**config.mk**
```make
export PLATFORM = sky130hd
export DESIGN_NAME = ysyx_24100006_ifu_pf
export DESIGN_NICKNAME = d
export VERILOG_FILES = /design/src/rtl/ysyx_24100006_ifu_pf.sv
export SDC_FILE = /design/constraint.sdc
export NUM_CORES = 1
export LEC_CHECK = 0
export ABC_CLOCK_PERIOD_IN_PS = 6600
export CORE_MARGIN = 1.5
export CORE_UTILIZATION = 60
export DETAILED_ROUTE_END_ITERATION = 10
export PLACE_DENSITY = 0.85
export SLEW_MARGIN = 25
export SYNTH_ARGS = -nofsm -noshare
export SYNTH_HDL_FRONTEND = slang
export SYNTH_SLANG_ARGS = --single-unit
```
**constraint.sdc**
```tcl
create_clock -name clk -period 6.6 [get_ports clk]
set_input_delay 0.99 -clock clk [delete_from_list [all_inputs] [get_ports clk]]
set_output_delay 0.99 -clock clk [all_outputs]
set_load 0.02 [all_outputs]
```
**src/rtl/ysyx_24100006_ifu_pf.sv**
```systemverilog
// Prefetching instruction-fetch unit: issues AXI INCR bursts ahead of the IF/ID handshake and
// buffers the returned words, with their PCs and fault flags, in a small fetch queue.
module ysyx_24100006_ifu_pf #(
   parameter int unsigned FIFO_DEPTH  = 4,
   parameter int unsigned BURST_BEATS = 4,
   parameter logic [31:0] RESET_PC    = 32'h3000_0000
) (
   input  logic        clk,
   input  logic        reset,
   input  logic        redirect_valid,
   input  logic [31:0] redirect_pc,
   output logic [31:0] axi_araddr,
   output logic        axi_arvalid,
   input  logic        axi_arready,
   output logic [7:0]  axi_arlen,
   output logic [2:0]  axi_arsize,
   output logic [1:0]  axi_arburst,
   input  logic        axi_rvalid,
   output logic        axi_rready,
   input  logic [31:0] axi_rdata,
   input  logic [1:0]  axi_rresp,
   input  logic        axi_rlast,
   output logic        if_out_valid,
   input  logic        if_out_ready,
   output logic [31:0] pc_F,
   output logic [31:0] inst_F,
   output logic        fault_F
);

   localparam int unsigned PtrW      = (FIFO_DEPTH > 1) ? $clog2(FIFO_DEPTH) : 1;
   localparam int unsigned CntW      = $clog2(FIFO_DEPTH + 1);
   localparam logic [31:0] BurstMask = 32'(BURST_BEATS * 4 - 1);
   localparam logic [7:0]  FullLen   = 8'(BURST_BEATS - 1);

   typedef enum logic [1:0] {StIdle, StAr, StR, StHalt} state_e;

   state_e          state_q, state_d;
   logic [31:0]     fpc_q, fpc_d;
   logic [31:0]     araddr_q, araddr_d;
   logic [31:0]     beat_addr_q, beat_addr_d;
   logic [7:0]      arlen_q, arlen_d;
   logic            arvalid_q, arvalid_d;
   logic            rready_q, rready_d;
   logic            drop_q, drop_d;
   logic            halt_pend_q, halt_pend_d;
   logic [CntW-1:0] count_q, count_d;
   logic [CntW-1:0] resv_q, resv_d;
   logic [PtrW-1:0] wptr_q, wptr_d;
   logic [PtrW-1:0] rptr_q, rptr_d;

   logic [31:0] fifo_pc_q    [FIFO_DEPTH];
   logic [31:0] fifo_inst_q  [FIFO_DEPTH];
   logic        fifo_fault_q [FIFO_DEPTH];

   logic        fpc_aligned;
   logic [31:0] beats;
   logic [31:0] used;
   logic        can_issue;
   logic        beat_fire;
   logic        beat_fault;
   logic        enq;
   logic        deq;
   logic        out_valid;

   function automatic logic [PtrW-1:0] ptr_inc(input logic [PtrW-1:0] p);
      return (32'(p) == FIFO_DEPTH - 1) ? '0 : p + PtrW'(1);
   endfunction

   // Bursts start only on a burst-aligned PC, so none can cross a burst boundary.
   assign fpc_aligned = (fpc_q & BurstMask) == 32'd0;
   assign beats       = fpc_aligned ? 32'(BURST_BEATS) : 32'd1;
   assign used        = 32'(count_q) + 32'(resv_q);
   assign can_issue   = (used + beats) <= 32'(FIFO_DEPTH);

   assign beat_fire  = (state_q == StR) && axi_rvalid && rready_q;
   assign beat_fault = axi_rresp != 2'b00;
   // A beat landing together with a redirect belongs to the stale stream.
   assign enq        = beat_fire && !drop_q && !redirect_valid;
   assign out_valid  = count_q != '0;
   assign deq        = out_valid && if_out_ready;

   always_comb begin
      state_d     = state_q;
      fpc_d       = fpc_q;
      araddr_d    = araddr_q;
      arlen_d     = arlen_q;
      arvalid_d   = arvalid_q;
      rready_d    = rready_q;
      beat_addr_d = beat_addr_q;
      drop_d      = drop_q;
      halt_pend_d = halt_pend_q;
      count_d     = count_q + CntW'(enq) - CntW'(deq);
      resv_d      = resv_q;
      wptr_d      = enq ? ptr_inc(wptr_q) : wptr_q;
      rptr_d      = deq ? ptr_inc(rptr_q) : rptr_q;

      if (beat_fire && (resv_q != '0)) begin
         resv_d = resv_q - CntW'(1);
      end

      unique case (state_q)
         StIdle: begin
            if (!redirect_valid && can_issue) begin
               state_d   = StAr;
               araddr_d  = fpc_q;
               arlen_d   = fpc_aligned ? FullLen : 8'd0;
               arvalid_d = 1'b1;
               resv_d    = resv_q + CntW'(beats);
            end
         end
         StAr: begin
            if (axi_arready) begin
               state_d     = StR;
               arvalid_d   = 1'b0;
               rready_d    = 1'b1;
               beat_addr_d = araddr_q;
               // A drained burst must not advance a PC that already points at the redirect.
               if (!drop_q) begin
                  fpc_d = fpc_q + ((32'(arlen_q) + 32'd1) << 2);
               end
            end
         end
         StR: begin
            if (beat_fire) begin
               beat_addr_d = beat_addr_q + 32'd4;
               if (!drop_q && beat_fault) begin
                  drop_d      = 1'b1;
                  halt_pend_d = 1'b1;
               end
               if (axi_rlast) begin
                  rready_d    = 1'b0;
                  drop_d      = 1'b0;
                  halt_pend_d = 1'b0;
                  state_d     = (halt_pend_q || (!drop_q && beat_fault)) ? StHalt : StIdle;
               end
            end
         end
         StHalt: begin
         end
      endcase

      if (redirect_valid) begin
         count_d     = '0;
         resv_d      = '0;
         wptr_d      = '0;
         rptr_d      = '0;
         fpc_d       = redirect_pc & 32'hFFFF_FFFC;
         halt_pend_d = 1'b0;
         case (state_q)
            StAr: drop_d = 1'b1;
            StR: begin
               if (beat_fire && axi_rlast) begin
                  drop_d  = 1'b0;
                  state_d = StIdle;
               end else begin
                  drop_d = 1'b1;
               end
            end
            default: state_d = StIdle;
         endcase
      end
   end

   always_ff @(posedge clk or negedge reset) begin
      if (!reset) begin
         state_q     <= StIdle;
         fpc_q       <= RESET_PC;
         araddr_q    <= '0;
         arlen_q     <= '0;
         arvalid_q   <= 1'b0;
         rready_q    <= 1'b0;
         beat_addr_q <= '0;
         drop_q      <= 1'b0;
         halt_pend_q <= 1'b0;
         count_q     <= '0;
         resv_q      <= '0;
         wptr_q      <= '0;
         rptr_q      <= '0;
      end else begin
         state_q     <= state_d;
         fpc_q       <= fpc_d;
         araddr_q    <= araddr_d;
         arlen_q     <= arlen_d;
         arvalid_q   <= arvalid_d;
         rready_q    <= rready_d;
         beat_addr_q <= beat_addr_d;
         drop_q      <= drop_d;
         halt_pend_q <= halt_pend_d;
         count_q     <= count_d;
         resv_q      <= resv_d;
         wptr_q      <= wptr_d;
         rptr_q      <= rptr_d;
      end
   end

   always_ff @(posedge clk) begin
      if (enq) begin
         fifo_pc_q[wptr_q]    <= beat_addr_q;
         fifo_inst_q[wptr_q]  <= axi_rdata;
         fifo_fault_q[wptr_q] <= beat_fault;
      end
   end

   assign axi_araddr  = araddr_q;
   assign axi_arvalid = arvalid_q;
   assign axi_arlen   = arlen_q;
   assign axi_arsize  = 3'b010;
   assign axi_arburst = 2'b01;
   assign axi_rready  = rready_q;

   assign if_out_valid = out_valid;
   assign pc_F         = out_valid ? fifo_pc_q[rptr_q] : 32'd0;
   assign inst_F       = out_valid ? fifo_inst_q[rptr_q] : 32'd0;
   assign fault_F      = out_valid ? fifo_fault_q[rptr_q] : 1'b0;

endmodule

```
==> results of run 1 <==
==> sequential cells by signal (all words and copies together) (netlist names), 2 cells and up <==
name and flops:
rptr_q 2, resv_q 3, beat_addr_q 31, axi_araddr 30, fifo_inst_q 128, wptr_q 2
fpc_q 30, count_q 3, fifo_pc_q 124, fifo_fault_q 4, state_q 2
==> cells by family after synthesis <==
| logic type | after synthesis | synth area share, % |
|---|---|---|
| multiplexers | 104 | 11.9 |
| adder cells (fa/ha/maj) | 26 | 2.24 |
| XOR/XNOR | 32 | 1.77 |
| flip-flops | 364 | 65.5 |
| other | 2 | 0.0473 |
| AND/OR/NAND/NOR | 301 | 10.2 |
| AO/OA/AOI/OAI | 150 | 5.82 |
| buffers and inverters | 86 | 2.59 |
==> cell type report <==
cell class	instances	area, um2
clock buffer	47	993
clock inverter	19	151
fill	1642	7050
inverter	22	82.6
multi-input combinational	626	5120
sequential	364	10400
tap	335	419
timing repair buffer	181	1780
==> metrics by stage <==
stage / total power [mW] / instances / util (%)
2_1_floorplan: 4.85 / 1076 / -
3_3_place_gp: 5.87 / 1528 / 68.5
3_5_place_dp: 5.97 / 1528 / 68.5
4_1_cts: 7.99 / 1594 / 72.9
5_1_grt: 8.31 / 1594 / 72.9
6_report: 7.96 / 1594 / 72.9
==> power groups by stage <==
stage / logic, mW / registers, mW / clock network, mW
finish: 2.70 / 3.28 / 1.98
global route: 2.89 / 3.33 / 2.10
CTS: 2.71 / 3.27 / 2.01
detailed placement: 2.66 / 3.31 / 0
global placement: 2.59 / 3.28 / 0
floorplan: 1.65 / 3.20 / 0
==> layout by cell type (no fill, tap or decap), types with 21 or more instances in the layout <==
| cell | instances |
|---|---|
| mux2_2 | 33 |
| edfxtp_1 | 256 |
| and2_1 | 73 |
| mux4_2 | 64 |
| nor2_1 | 28 |
| clkbuf_16 | 37 |
| dfrtp_1 | 104 |
| inv_1 | 22 |
| a21oi_1 | 48 |
| nand3_1 | 30 |
| ha_1 | 21 |
| o21ai_0 | 43 |
| clkdlybuf4s50_1 | 168 |
| nand2_1 | 86 |
==> path summary, 6_finish.rpt <==
kind	end	slack, ps	cells past startpoint
min in group clk	axi_araddr[31]	530	1
worst max-delay path	inst_F[26]	2160	4
worst min-delay path	fpc_q[14]	450	1
worst max register to register	fifo_inst_q[3][2]	2630	7
max in group asynchronous	rptr_q[0]	4810	2
worst min register to register	axi_araddr[31]	530	1
==> routing by layer <==
metal	vias to the layer above	wire, um
li1	4368	-
met5	-	0
met2	488	16800
met1	4827	14100
met4	0	1080
met3	70	2480
==> worst register-to-register path, delay by kind of cell, from the launching register on <==
family / cells / cell delay (ps)
flops: 1 / 410
simple gates: 3 / 1750
fa+ha+maj: 1 / 170
buf+inv: 3 / 1250
==> flow_metrics.py, run 1 <==
metrics = {
    "cells_and_area": {
        "final_nets": 1330,
        "num_antenna_cells": 0,
        "stdcell_area_um2": 18900,
        "drive_gt1_share_pct": 15.2,
        "syn_to_final_growth_pct": 19.4,
    },
    "clock_network": {
        "cts_root_buf": "clkbuf_16",
        "cts_sinks": 364,
        "cts_buffers": 36,
        "holdBufCountCts": 0,
        "cts_setup_buffers": 0,
        "htree_levels": 2,
        "clock_path_buffers": 3,
        "cts_tree": "yes",
        "insertion_delay_ps": 520,
        "clkTransAtPathRegs_ps": 60,
        "post_cts_resized": 0,
    },
    "global_routing": {
        "grt_pass1_wl_um": 55200,
        "grtUsageMet1_pct": 36.1,
        "grt_pass1_vias": 9902,
        "grt_start_max_net_pins": 75,
        "met2_usage_pct": 42.0,
        "met3_usage_pct": 3.92,
        "grt-ovfl-total": 0,
        "grt_usage_pct": 25.8,
        "top_usage_layer": "met2",
        "antenna_found_initial": 0,
    },
    "setup_path": {
        "cp-startpoint": "rptr_q[0]",
        "worstPathCellList": "buf_4 -> mux4_2 -> and2_1 -> clkdlybuf4s50_1",
        "cp-start-kind": "register",
        "path_delay_family": "buffers and inverters",
        "slowest_delay_ps": 1030,
        "arrival_ps": 3450,
        "cp.required_ps": 5610,
        "slowest_stage": "dfrtp_4",
        "crit_fanout": 48,
        "end_kind": "output port",
        "crit-reg2reg-launch": "state_q[0]",
        "worst-path-buf-inv": 2,
        "worstSetupPathType": "reg -> out",
    },
    "synth": {
        "yosys.cell_count.top_type": "edfxtp_1",
        "yosysTopAreaCellShare_pct": 48.4,
        "synth_seq_cells": 364,
        "synth_ff_type": "edfxtp_1",
        "netlist_instances": 1065,
        "async_reset_ff_share_pct": 29.7,
        "ys_warn_count": 0,
        "synth_cell_types": 70,
        "synth_edf_count": 256,
        "syn_area_um2": 15900,
        "synth_seq_area_share_pct": 65.5,
        "netlist_top_cells_area": "edfxtp_1 (48%), dfrtp_1 (17%), mux4_2 (9.1%), and2_1 (3.0%), mux2_2 (2.3%)",
        "avgSynthCellArea_um2": 14.9,
        "synth.largest_area_cell": "edfxtp_1",
        "synthTopCellsByCount": "edfxtp_1 (256), dfrtp_1 (106), nand2_1 (86)",
    },
    "sta": {
        "slew_viol_final": 0,
        "fin_setup_tns_ps": 0,
        "slew_headroom_pct": 37.7,
        "hold_viol": 0,
        "skew_ps": 19.3,
        "fin_crit_ps": 4440,
        "period_share_pct": 67.2,
        "tightest_slew_ps": 934,
        "timing.final.ws_setup_ps": 2160,
        "fmax_ghz": 0.225,
        "finalSetupViolations": 0,
        "rsz0062_at_grt": "false",
        "hold_ws_ps": 449,
    },
    "pwr": {
        "p_int_mw": 5.27,
        "switching_share_pct": 33.8,
        "comb_power_share_pct": 33.9,
        "ir_drop_uv": 326,
        "p_per_area_nw_per_um2": 420,
        "power.leakage_nw": 6.62,
        "pwr-share-clk_pct": 24.9,
        "p_seq_share_pct": 41.2,
        "power.switching_mw": 2.69,
    },
    "floorplan": {
        "die_h_um": 166,
        "die-area_um2": 27400,
        "die_w_um": 166,
        "initial_core_util_pct": 61.1,
        "row_count": 59,
        "core_region_area_um2": 26000,
        "io_pins": 186,
    },
    "detailed_routing": {
        "first_iter_violations": 967,
        "drt-total-wl_um": 34500,
        "vias": 9753,
        "drc": 0,
        "final_antenna_net_count": 0,
        "wl_per_cell_um": 21.6,
        "via_per_inst": 6.12,
        "dr.pass1.iters": 5,
    },
    "place": {
        "gp_congestion": 0.870,
        "portBuffers": 170,
        "place_area_um2": 17800,
        "place_worst_setup_slack_ps": 2510,
        "dpl.hpwl_um": 21200,
    },
    "status": {
        "status": "completed",
    },
    "hold_path": {
        "hold_path_class": "in -> async",
    },
    "run": {
        "cap_violations": 0,
    },
}
(Power assumes the default switching activity.)
==> run 2: changes to the inputs <==
- ABC_CLOCK_PERIOD_IN_PS: 6600 -> 4650
- CORE_UTILIZATION: 60 -> 56
- PLACE_DENSITY: 0.85 -> 0.8
- clock period: 6.6 -> 4.65 ns (I/O delays scaled with it)
==> flow_metrics.py, run 2 (synthesized netlist as in run 1, its figures left out) <==
metrics = {
    "setup_path": {
        "cp.required_ps": 3950,
        "worstPathCellList": "buf_4 -> mux4_2 -> and2_1 -> clkdlybuf4s50_1",
        "worst-path-buf-inv": 2,
        "end_kind": "output port",
        "crit-reg2reg-launch": "fpc_q[3]",
        "cp-start-kind": "register",
        "path_delay_family": "buffers and inverters",
        "regToRegSetupSlack_ps": 1090,
        "worstSetupPathType": "reg -> out",
        "slowest_delay_ps": 840,
        "rr_worst_depth": 10,
        "reg2reg_to": "axi_araddr[26]",
        "arrival_ps": 3040,
        "crit_fanout": 33,
        "slowest_stage": "dfrtp_4",
    },
    "global_routing": {
        "grt_pass1_wl_um": 52400,
        "antenna_found_initial": 0,
        "grt_usage_pct": 23.5,
        "grt_pass1_vias": 9621,
        "grt_start_max_net_pins": 75,
        "grt-ovfl-total": 0,
    },
    "floorplan": {
        "row_count": 61,
        "initial_core_util_pct": 57.0,
        "die_h_um": 171,
        "io_pins": 186,
        "core_region_area_um2": 27900,
        "die_w_um": 171,
        "die-area_um2": 29400,
    },
    "sta": {
        "period_share_pct": 80.4,
        "hold_viol": 0,
        "slew_headroom_pct": 36.8,
        "hold_ws_ps": 203,
        "slew_viol_final": 0,
        "tightest_slew_ps": 945,
        "rsz0062_at_grt": "false",
        "fin_setup_tns_ps": 0,
        "fin_crit_ps": 3740,
        "finalSetupViolations": 0,
        "skew_ps": 18.1,
        "fmax_ghz": 0.267,
    },
    "cells_and_area": {
        "largestRegisters": "fifo_inst_q (128), fifo_pc_q (124), beat_addr_q (31)",
        "registers.top_by_ff_count": "fifo_inst_q",
        "stdcell_area_um2": 19200,
        "final_nets": 1333,
        "final_common_cell": "edfxtp_1",
        "stdcell_count": 1639,
        "num_antenna_cells": 0,
        "largest_register_ff_count": 128,
        "syn_to_final_growth_pct": 20.8,
        "drive_gt1_share_pct": 15.1,
        "final_cell_mix": "edfxtp_1 (256), clkdlybuf4s50_1 (168), dfrtp_1 (104)",
    },
    "detailed_routing": {
        "via_per_inst": 5.82,
        "first_iter_violations": 743,
        "vias": 9540,
        "wl_per_cell_um": 20.0,
        "drt-total-wl_um": 32700,
        "drc": 0,
        "final_antenna_net_count": 0,
        "dr.pass1.iters": 5,
    },
    "place": {
        "portBuffers": 170,
        "dp_cells": 1573,
        "place_area_um2": 17900,
        "gp_congestion": 0.877,
        "dpl.hpwl_um": 20400,
    },
    "pwr": {
        "power_mw": 11.4,
        "ir_drop_uv": 338,
        "p_per_area_nw_per_um2": 594,
        "power.leakage_nw": 6.67,
    },
    "clock_network": {
        "cts_setup_buffers": 0,
        "holdBufCountCts": 0,
        "post_cts_resized": 0,
        "cts_sinks": 364,
        "cts_buffers": 37,
        "clock_path_buffers": 3,
        "insertion_delay_ps": 520,
        "clkTransAtPathRegs_ps": 60,
        "cts_root_buf": "clkbuf_16",
        "cts_tree": "yes",
        "htree_levels": 2,
    },
    "run": {
        "cap_violations": 0,
    },
    "status": {
        "status": "completed",
    },
    "hold_path": {
        "hold_path_class": "in -> async",
    },
}
-- run 2: cell count changes in the layout (fill, tap and decap cells not counted), sizes merged --
cell,previous run,this run
buf,13,15
bufinv,2,4
clkbuf,47,50
clkinv,15,11
inv,24,23
-- run 2: worst max path at each step --
| stage | start | to | slack, ps | depth (start not counted) |
|---|---|---|---|---|
| finish | rptr_q[0] | pc_F[12] | 910 | 4 |
| global route | rptr_q[0] | pc_F[31] | 740 | 4 |
| CTS | rptr_q[0] | pc_F[12] | 820 | 4 |
| detailed placement | fpc_q[3] | axi_araddr[26] | 1120 | 10 |
| global placement | fpc_q[3] | axi_araddr[20] | 1160 | 10 |
| floorplan | state_q[0] | fifo_fault_q[0] | 1390 | 6 |
-- run 2: where the power goes --
group          internal, mW  switching, mW
clock network          1.79           1.17
logic                  1.88           1.92
registers              3.99          0.641
total                  7.66           3.73
-- run 2: cell type report --
type,count,area (um2)
Clock buffer,50,1040
Clock inverter,16,185
Fill cell,1842,8690
Inverter,22,82.6
Multi-Input combinational cell,626,5120
Sequential cell,364,10400
Tap cell,378,473
Timing Repair Buffer,183,1870
-- run 2: through the flow --
stage                     utilization, %  worst slack (ps)
after detailed placement            64.4              1120
after global placement              64.4              1160
final                               68.8               910
after floorplan                        -              1390
after global routing                68.8               743
after CTS                           68.8               822
-- run 2: routing by layer --
metal	up-vias	share of wire, %	routed length [um]	track usage (%)
li1	4364	-	-	-
met1	4706	42	13900	32.8
met2	403	47	15500	37.2
met3	67	7.4	2430	4.86
met4	0	2.6	865	7.78
met5	-	0	0	0
